===== src/rtl/mux4_rr_arbiter_if.sv =====
// mux4_rr_arbiter_if
//   Bundles the request/grant handshake and mux-select signals that pass
//   between the four requesters and the round-robin arbiter.
//
//   Req     [3:0] : request lines, bit i is requester i (mux input In[i])
//   Gnt     [3:0] : registered grant, one-hot or zero
//   S       [1:0] : registered mux select, index of current or last owner
//   Busy          : high while the arbiter is in its GRANT state
//   Expired       : one-cycle pulse when a grant is revoked by timeout
//
//   Modports:
//     master : requester side (drives Req, observes the arbiter outputs)
//     slave  : arbiter side   (observes Req, drives the arbiter outputs)
interface mux4_rr_arbiter_if;
  logic [3:0] Req;
  logic [3:0] Gnt;
  logic [1:0] S;
  logic       Busy;
  logic       Expired;

  modport master (
    output Req,
    input  Gnt,
    input  S,
    input  Busy,
    input  Expired
  );

  modport slave (
    input  Req,
    output Gnt,
    output S,
    output Busy,
    output Expired
  );
endinterface


===== src/rtl/mux4_rr_arbiter.sv =====
// mux4_rr_arbiter
//   Round-robin arbiter that shares one mux4to1 datapath among four
//   requesters. One requester is granted at a time; the mux select S follows
//   the granted index and holds the last owner's index while idle so the mux
//   path does not toggle. An owner keeps the grant until it drops its
//   request; there is no preemption.
//
//   Optional feature macro: MUX_ARB_TIMEOUT_EN
//     defined   : an 8-bit hold counter revokes any grant after MAX_HOLD
//                 cycles and pulses Expired for one cycle on revocation.
//     undefined : grants are unbounded, Expired is tied to 0, MAX_HOLD unused.
//
//   Parameters:
//     MAX_HOLD : maximum grant length in cycles with the timeout (2..255)
//
//   Ports:
//     Clk   : clock, rising edge
//     Reset : synchronous active-high reset
//     bus   : mux4_rr_arbiter_if.slave (Req in; Gnt, S, Busy, Expired out)
module mux4_rr_arbiter #(
  parameter int MAX_HOLD = 8
) (
  input  logic                  Clk,
  input  logic                  Reset,
  mux4_rr_arbiter_if.slave      bus
);

  if (MAX_HOLD < 2 || MAX_HOLD > 255) begin : g_bad_max_hold
    $error("mux4_rr_arbiter: MAX_HOLD must lie in 2..255");
  end

  typedef enum logic {
    IDLE  = 1'b0,
    GRANT = 1'b1
  } state_t;

  state_t     r_state;
  logic [1:0] r_ptr;
  logic [1:0] r_owner;
  logic [1:0] r_s;
  logic [3:0] r_gnt;
  logic       r_busy;

  logic       w_any;
  logic [1:0] w_pick;
  logic       w_own_req;

  // First set request bit searching ptr, ptr+1, ptr+2, ptr+3 (mod 4).
  // The loop walks from the farthest offset down so the nearest one wins.
  function automatic logic [1:0] rr_pick(input logic [3:0] req,
                                         input logic [1:0] ptr);
    logic [1:0] idx;
    rr_pick = ptr;
    for (int k = 3; k >= 0; k--) begin
      idx = ptr + 2'(k);
      if (req[idx]) rr_pick = idx;
    end
  endfunction

  assign w_any     = |bus.Req;
  assign w_pick    = rr_pick(bus.Req, r_ptr);
  assign w_own_req = bus.Req[r_owner];

`ifdef MUX_ARB_TIMEOUT_EN
  localparam logic [7:0] HOLD_LAST = 8'(MAX_HOLD - 1);

  logic [7:0] r_cnt;
  logic       r_expired;

  always_ff @(posedge Clk) begin
    if (Reset) begin
      r_state   <= IDLE;
      r_ptr     <= 2'd0;
      r_owner   <= 2'd0;
      r_s       <= 2'd0;
      r_gnt     <= 4'b0000;
      r_busy    <= 1'b0;
      r_cnt     <= 8'd0;
      r_expired <= 1'b0;
    end else begin
      r_expired <= 1'b0;
      case (r_state)
        IDLE: begin
          if (w_any) begin
            r_owner <= w_pick;
            r_gnt   <= 4'b0001 << w_pick;
            r_s     <= w_pick;
            r_ptr   <= w_pick + 2'd1;
            r_cnt   <= 8'd0;
            r_busy  <= 1'b1;
            r_state <= GRANT;
          end
        end
        GRANT: begin
          // A release on the same edge as the limit wins: no Expired pulse.
          if (!w_own_req) begin
            r_gnt   <= 4'b0000;
            r_busy  <= 1'b0;
            r_state <= IDLE;
          end else if (r_cnt == HOLD_LAST) begin
            r_gnt     <= 4'b0000;
            r_busy    <= 1'b0;
            r_expired <= 1'b1;
            r_state   <= IDLE;
          end else begin
            r_cnt <= r_cnt + 8'd1;
          end
        end
        default: r_state <= IDLE;
      endcase
    end
  end

  assign bus.Expired = r_expired;
`else
  always_ff @(posedge Clk) begin
    if (Reset) begin
      r_state <= IDLE;
      r_ptr   <= 2'd0;
      r_owner <= 2'd0;
      r_s     <= 2'd0;
      r_gnt   <= 4'b0000;
      r_busy  <= 1'b0;
    end else begin
      case (r_state)
        IDLE: begin
          if (w_any) begin
            r_owner <= w_pick;
            r_gnt   <= 4'b0001 << w_pick;
            r_s     <= w_pick;
            r_ptr   <= w_pick + 2'd1;
            r_busy  <= 1'b1;
            r_state <= GRANT;
          end
        end
        GRANT: begin
          if (!w_own_req) begin
            r_gnt   <= 4'b0000;
            r_busy  <= 1'b0;
            r_state <= IDLE;
          end
        end
        default: r_state <= IDLE;
      endcase
    end
  end

  assign bus.Expired = 1'b0;
`endif

  assign bus.Gnt  = r_gnt;
  assign bus.S    = r_s;
  assign bus.Busy = r_busy;

endmodule


===== src/flat_wrapper.sv =====
// flat-port wrapper written by rule: the top's interface ports become plain ports
module mux4_rr_arbiter_flat 
#(
  parameter int MAX_HOLD = 8
)
  (Clk, Reset, bus_Req, bus_Gnt, bus_S, bus_Busy, bus_Expired);
  mux4_rr_arbiter_if bus_i ();
  input  logic Clk;
  input  logic Reset;
  input wire logic [$bits(bus_i.Req)-1:0] bus_Req;
  output wire logic [$bits(bus_i.Gnt)-1:0] bus_Gnt;
  output wire logic [$bits(bus_i.S)-1:0] bus_S;
  output wire logic [$bits(bus_i.Busy)-1:0] bus_Busy;
  output wire logic [$bits(bus_i.Expired)-1:0] bus_Expired;
  assign bus_i.Req = bus_Req;
  assign bus_Gnt = bus_i.Gnt;
  assign bus_S = bus_i.S;
  assign bus_Busy = bus_i.Busy;
  assign bus_Expired = bus_i.Expired;
  mux4_rr_arbiter #(.MAX_HOLD(MAX_HOLD)) u_core (.Clk(Clk), .Reset(Reset), .bus(bus_i));
endmodule

===== config.mk =====
export PLATFORM = sky130hd
export DESIGN_NAME = mux4_rr_arbiter_flat
export DESIGN_NICKNAME = d
export VERILOG_FILES = /design/src/rtl/mux4_rr_arbiter_if.sv /design/src/rtl/mux4_rr_arbiter.sv /design/src/flat_wrapper.sv
export SDC_FILE = /design/constraint.sdc
export NUM_CORES = 1
export LEC_CHECK = 0
export ABC_AREA = 1
export CAP_MARGIN = 5
export CORE_ASPECT_RATIO = 0.9
export CORE_UTILIZATION = 44
export CTS_CLUSTER_DIAMETER = 200
export DETAILED_ROUTE_END_ITERATION = 8
export HOLD_SLACK_MARGIN = 0.06
export PLACE_DENSITY_LB_ADDON = 0.15
export SLEW_MARGIN = 20
export SYNTH_ARGS = -nofsm -noshare
export SYNTH_HDL_FRONTEND = slang
export SYNTH_SLANG_ARGS = --single-unit

===== constraint.sdc =====
create_clock -name Clk -period 1.35 [get_ports Clk]
set_input_delay 0.27 -clock Clk [delete_from_list [all_inputs] [get_ports Clk]]
set_output_delay 0.27 -clock Clk [all_outputs]
set_load 0.05 [all_outputs]

After elaboration in Yosys (flattened, before gate mapping)
Index checks and enable logic that the tools add are counted.
Widths: inputs -> output; s select.
{"block": "word_totals", "reg_bits": 10, "latchBits": 0, "ramBits": 0, "romBits": 0, "inputBits": 6, "output_inout_bits": 8, "word_cells": 44, "memories": 0}
{"block": "classes", "addsub": 4, "mul": 0, "div_mod_pow": 0, "n_lt_le_gt_ge": 5, "n_eq_ne": 2, "n_shift": 1, "mux": 23, "n_bitwise": 1, "reduce_logical": 3}
{"operator": "$lt 2x3->1 const B", "count": 5}
{"operator": "$bmux 1 s2", "count": 5}
{"operator": "$mux 1", "count": 9}
{"operator": "$mux 2", "count": 4}
{"operator": "$mux 4", "count": 2}
{"operator": "$pmux 4 s2", "count": 1}
{"operator": "$add 2x1->2 const B", "count": 2}
{"operator": "$add 2x2->2 const B", "count": 2}
{"operator": "$pmux 1 s2", "count": 2}
{"operator": "$reduce_and 2->1", "count": 2}
{"operator": "$reduce_or 4->1", "count": 1}
{"operator": "$shl 1x2->4 const A", "count": 1}
{"operator": "$ne 2x1->1 const B", "count": 1}
{"operator": "$ne 2x2->1 const B", "count": 1}
{"operator": "$not 1->1", "count": 1}

Logic depth before layout (Yosys ltp)
{"block": "logic_depth", "depth_word": 10, "mapped_depth": 15, "depth_no_buf": 14}

Worst setup path after synthesis
Ideal clock, no wire load.
{"block": "synth_path", "path_kind": "flip-flop to flip-flop", "start": "register u_core.r_owner[0]", "end": "register u_core.r_gnt[0], in the netlist u_core.bus.Gnt[0]", "setup_time_ps": 67, "arrival_ps": 1406, "required_ps": 1283, "path_slack_ps": -122, "path_stages_with_launch": 7, "path_buffers": 0, "synth_period_minus_slack_ps": 1472, "cell_sequence": "dfxtp_1 o21ai_1 a21oi_1 a21oi_1 o21ai_2 nand2_1 a21oi_2"}
{"block": "synth_between", "elab_chain_len": 4}
{"element": "start, declared", "line": "mux4_rr_arbiter.sv:39", "text": "logic [1:0] r_owner;"}
{"element": "start signal, assigned", "line": "mux4_rr_arbiter.sv:128", "text": "r_owner <= w_pick;"}
{"element": "$bmux 1 s2", "line": "mux4_rr_arbiter.sv:62", "text": "assign w_own_req = bus.Req[r_owner];"}
{"element": "$mux 1 (implied by the code)", "line": "mux4_rr_arbiter.sv:62"}
{"element": "$ne 2x2->1 (no line)"}
{"element": "$reduce_and 2->1 (no line)"}
{"element": "end signal, assigned", "line": "mux4_rr_arbiter.sv:129", "text": "r_gnt <= 4'b0001 << w_pick;"}
{"element": "end, declared", "line": "mux4_rr_arbiter.sv:41", "text": "logic [3:0] r_gnt;"}
Every way passes these cells. The select of a mux whose other input is x is not followed.
A chain may end at the register's enable or synchronous reset.

Final worst setup path
{"block": "layout_path", "start": "register u_core.r_ptr[0]", "end": "register u_core.r_owner[0]"}
{"block": "layout_between", "elab_chain_len": 7}
{"element": "start, declared", "line": "mux4_rr_arbiter.sv:38", "text": "logic [1:0] r_ptr;"}
{"element": "start signal, assigned", "line": "mux4_rr_arbiter.sv:131", "text": "r_ptr <= w_pick + 2'd1;"}
{"element": "$add 2x2->2", "line": "mux4_rr_arbiter.sv:55", "text": "idx = ptr + 2'(k);"}
{"element": "$bmux 1 s2", "line": "mux4_rr_arbiter.sv:56", "text": "if (req[idx]) rr_pick = idx;"}
{"element": "$mux 1 (implied by the code)", "line": "mux4_rr_arbiter.sv:56"}
{"element": "$mux 2 (3 in a row)", "line": "mux4_rr_arbiter.sv:56"}
{"element": "$mux 2 *", "line": "mux4_rr_arbiter.sv:56"}
Every way passes the cells marked *; elsewhere a longest branch is shown, timed or not. The select of a mux whose other input is x is not followed.

==> results.md <==
* Status: finished, violations left
* Failing checks: setup timing
* Critical Path AT at between 1500 and 2000 ps
* Post-route ant nets at 0
* Adder-Cell Fraction of Synth Area at 0%
* Part of the power in registers at ~22%
* First-pass GRT wire length at 2829 um
* Main combinational cell family by area after synthesis: simple AND/OR/NAND/NOR gates
* Drt wl/cell at about 11 um
* Final net count at around 140
* Crit path largest cell delay at about 400 ps
* Clk slew on worst S/H paths at around 70 ps
* Initial DRC Count at 6
* HP Class: flip-flop to flip-flop
* FF+latch count, synth at 10
* Power Dens Cells at 2333 nW/um2
* Critical path peak fanout at 8
* Setup Skew at 8.977 ps
* Mapped cell area at roughly 700 um2
* Remaining global-route overflow at 0
* Final worst slack at -87.26 ps
* Port bufs at 12
* # diodes at 0
* Post-synthesis sequential area ratio at roughly 28%
* CTS buffer count at 3
* Avg Inst Size Synth at around 6.5 um2
* GRT Overall Usage at a little under a quarter
* Synth Area in Simple Gates at 43.06%
* Cell mode on critical path: nand2_2
* Die Area at approximately 1800 um2
* RR Endpoint: u_core.r_owner[0]
* Fin. Hold Viols at 0
* Crit Path Category: flip-flop to flip-flop
* Post-route cell area at 1111 um2
* FP Rows at 13
* Switching share of total power at between 40% and 50%
* Hold buffers post-CTS at 0
* Max Cap Viol at 0
* Post-synthesis mux area share at 0%
* Die height at approximately 40 um
* Clock power share at between 10% and 20%
* Total negative setup slack at -298.5 ps
* Core outline area at between 1000 and 1500 um2
* Via count at roughly 750
* CP endpoint: u_core.r_owner[0]
* Initial antenna violation count at 0
* Gate Count Post-Synth at 109
* Num ports at 14
* Switch Pwr at 1268 uW
* Fin crit share at 106.5%
* Yosys cell types at 22
* Peak supply drop at ~1.4 mV
* Area Overhead vs Synth at 58.01%
* Final Max Tran Viols at 0
* Fin crit period at between 1000 and 1500 ps
* Dominant cells by area after synthesis: dfxtp_1 (28%), nand2_1 (21%), a21oi_1 (5.7%)
* CTS root buffer: clkbuf_4
* WL final at around 1700 um
* Yosys top cell area share at 28.47%
* CTS H-tree depth at 1
* CP endpoint kind: flip-flop
* Synth area leader: dfxtp_1
* Clk Latency, worst-skew pair at ~270 ps
* CP startpoint: u_core.r_ptr[0]
* Placed cell areas at around 990 um2
* CP max-delay cell: dfxtp_4
* P_int at approximately 1300 uW
* Synth Area in XOR/XNOR at 0%
* Setup-failing EPs final at 7
* Pre-antenna DRT Iters at 3
* Worst Reg-to-Reg Cells at 14
* Logic pwr share at between 60 and 70%
* Syn Nets at 115
* RR Startpoint: u_core.r_ptr[0]
* Pin count of the biggest net entering global routing at 9
* Vias in the first global route at 690
* Flop2flop setup slack at -90 ps
* Sink Count at 10
* Vias/cell at approximately 5
* Max Buffers Root-to-Sink at 2
* Share of layout cells above drive strength 1 at around three fifths
* Die X-Extent at 44.14 um
* Max Clk Rate at roughly 0.70 GHz
* CTS tree: built
* Crit-path cells: inv_8, nand2_2, nand2_2, nand2_2, nand2_1, inv_2, nand2_4, nand2_2, nand2_2, nand2_4, inv_4, nand2_2, o211ai_2, inv_2
* Synth Area in Compound Gates at 13.35%
* Crit start category: flip-flop
* Ys Warns at 0
* Initial Util at approximately half
* Unrepaired setup endpoints after global routing: yes
* Leak Pwr at approximately 0.00054 uW
* DP Wirelength at around 1200 um
* Worst path required time at 1510 ps
* Drt drc at 0
* GP Congestion at between 0.8 and 0.9
* Final hold slack at 501.5 ps
-- worst max-delay path, delay by kind of cell (launching register included) --
kind            cells  cell delay (ps)
simple gates        9              600
buf+inv             4              230
flops               1              400
compound gates      1               80
-- sequential cells by signal (all words and copies together) (netlist names) --
register and count:
u_core.bus.Gnt 4, u_core.r_owner 2, u_core.r_ptr 2, u_core.bus.Busy 1, u_core.r_state 1
-- through the flow --
step | setup WS [ps] | utilization [%] | total power, uW | instances
finish | -87.26 | 75.90 | 2592 | 150
global route | -175.8 | 75.90 | 2760 | 150
CTS | -97.31 | 74.36 | 2506 | 150
detailed placement | -503.5 | 67.95 | 2107 | 145
global placement | -470.6 | 67.95 | 2087 | 145
floorplan | 32.79 | - | 1506 | 109
-- power by group through the flow --
stage / clock (uW) / sequential [uW] / combinational (uW)
after floorplan: 0 / 705 / 801
after CTS: 277 / 565 / 1660
after global routing: 292 / 589 / 1880
after detailed placement: 0 / 516 / 1590
after global placement: 0 / 516 / 1570
final: 271 / 575 / 1750
-- worst min-delay path by stage --
| stage | slack [ps] | start | cells after the start | endpoint |
|---|---|---|---|---|
| 6_report | 500 | u_core.r_state | 1 | u_core.r_state |
| 3_3_place_gp | 490 | u_core.bus.Busy | 2 | u_core.bus.Busy |
| 3_5_place_dp | 490 | u_core.r_state | 1 | u_core.r_state |
| 2_1_floorplan | 470 | u_core.r_state | 1 | u_core.r_state |
| 4_1_cts | 510 | u_core.r_state | 1 | u_core.r_state |
| 5_1_grt | 520 | u_core.bus.Gnt[2] | 2 | u_core.bus.Gnt[2] |
-- layer usage --
layer	up-vias	GRT usage [%]	share of wire [%]	wire length [um]
li1	388	-	-	-
met1	349	26.36	47	814
met2	10	42.28	49	842
met3	2	6.912	3.3	56
met4	0	2.273	0.46	8
met5	-	0	0	0
-- synth_stat cells --
cell / instances
a21oi_2: 2
a21oi_1: 8
inv_1: 9
dfxtp_1: 10
nand2_2: 6
nor4_4: 1
nand3_1: 7
o21ai_0: 1
nand2_4: 1
buf_6: 1
conb_1: 1
nand4_1: 1
inv_2: 10
nand3_2: 3
o21ai_1: 2
o21ai_2: 1
o211ai_2: 1
nor2_4: 1
inv_6: 1
buf_4: 1
nand2_1: 40
buf_1: 1
-- cells by family (layout without fill, tap and decap cells) --
group                  Yosys count  after routing
buffers and inverters           23             49
AO/OA/AOI/OAI                   15             15
other                            1              1
AND/OR/NAND/NOR                 60             60
flip-flops                      10             10
-- layout by cell type, fill, tap and decap left out, types with 3 or more instances in the layout --
| cell type | instances |
|---|---|
| dfxtp_1 | 6 |
| a21oi_1 | 6 |
| nand2_1 | 22 |
| inv_2 | 9 |
| inv_1 | 8 |
| nand2_2 | 23 |
| a21oi_2 | 4 |
| buf_12 | 7 |
| buf_4 | 13 |
| dlygate4sd2_1 | 3 |
| clkbuf_4 | 3 |
| nand3_2 | 4 |
| nand3_1 | 5 |
-- layout make-up --
class                   count  area (um2)
well taps                  15       18.77
inverters                  20       87.58
fillers                   107       352.8
multi-input cells          76       479.2
flip-flops and latches     10       210.2
clock buffers               4       36.28
repair buffers             25       279.0
-- timing repair --
action,CTS,global route
buffers inserted,2,0
endpoints found under the setup margin,9,9
endpoints found under the hold margin,0,0
pin swaps,10,7
gates resized for setup,27,13
No activity file was read; power rests on OpenSTA's default activity.
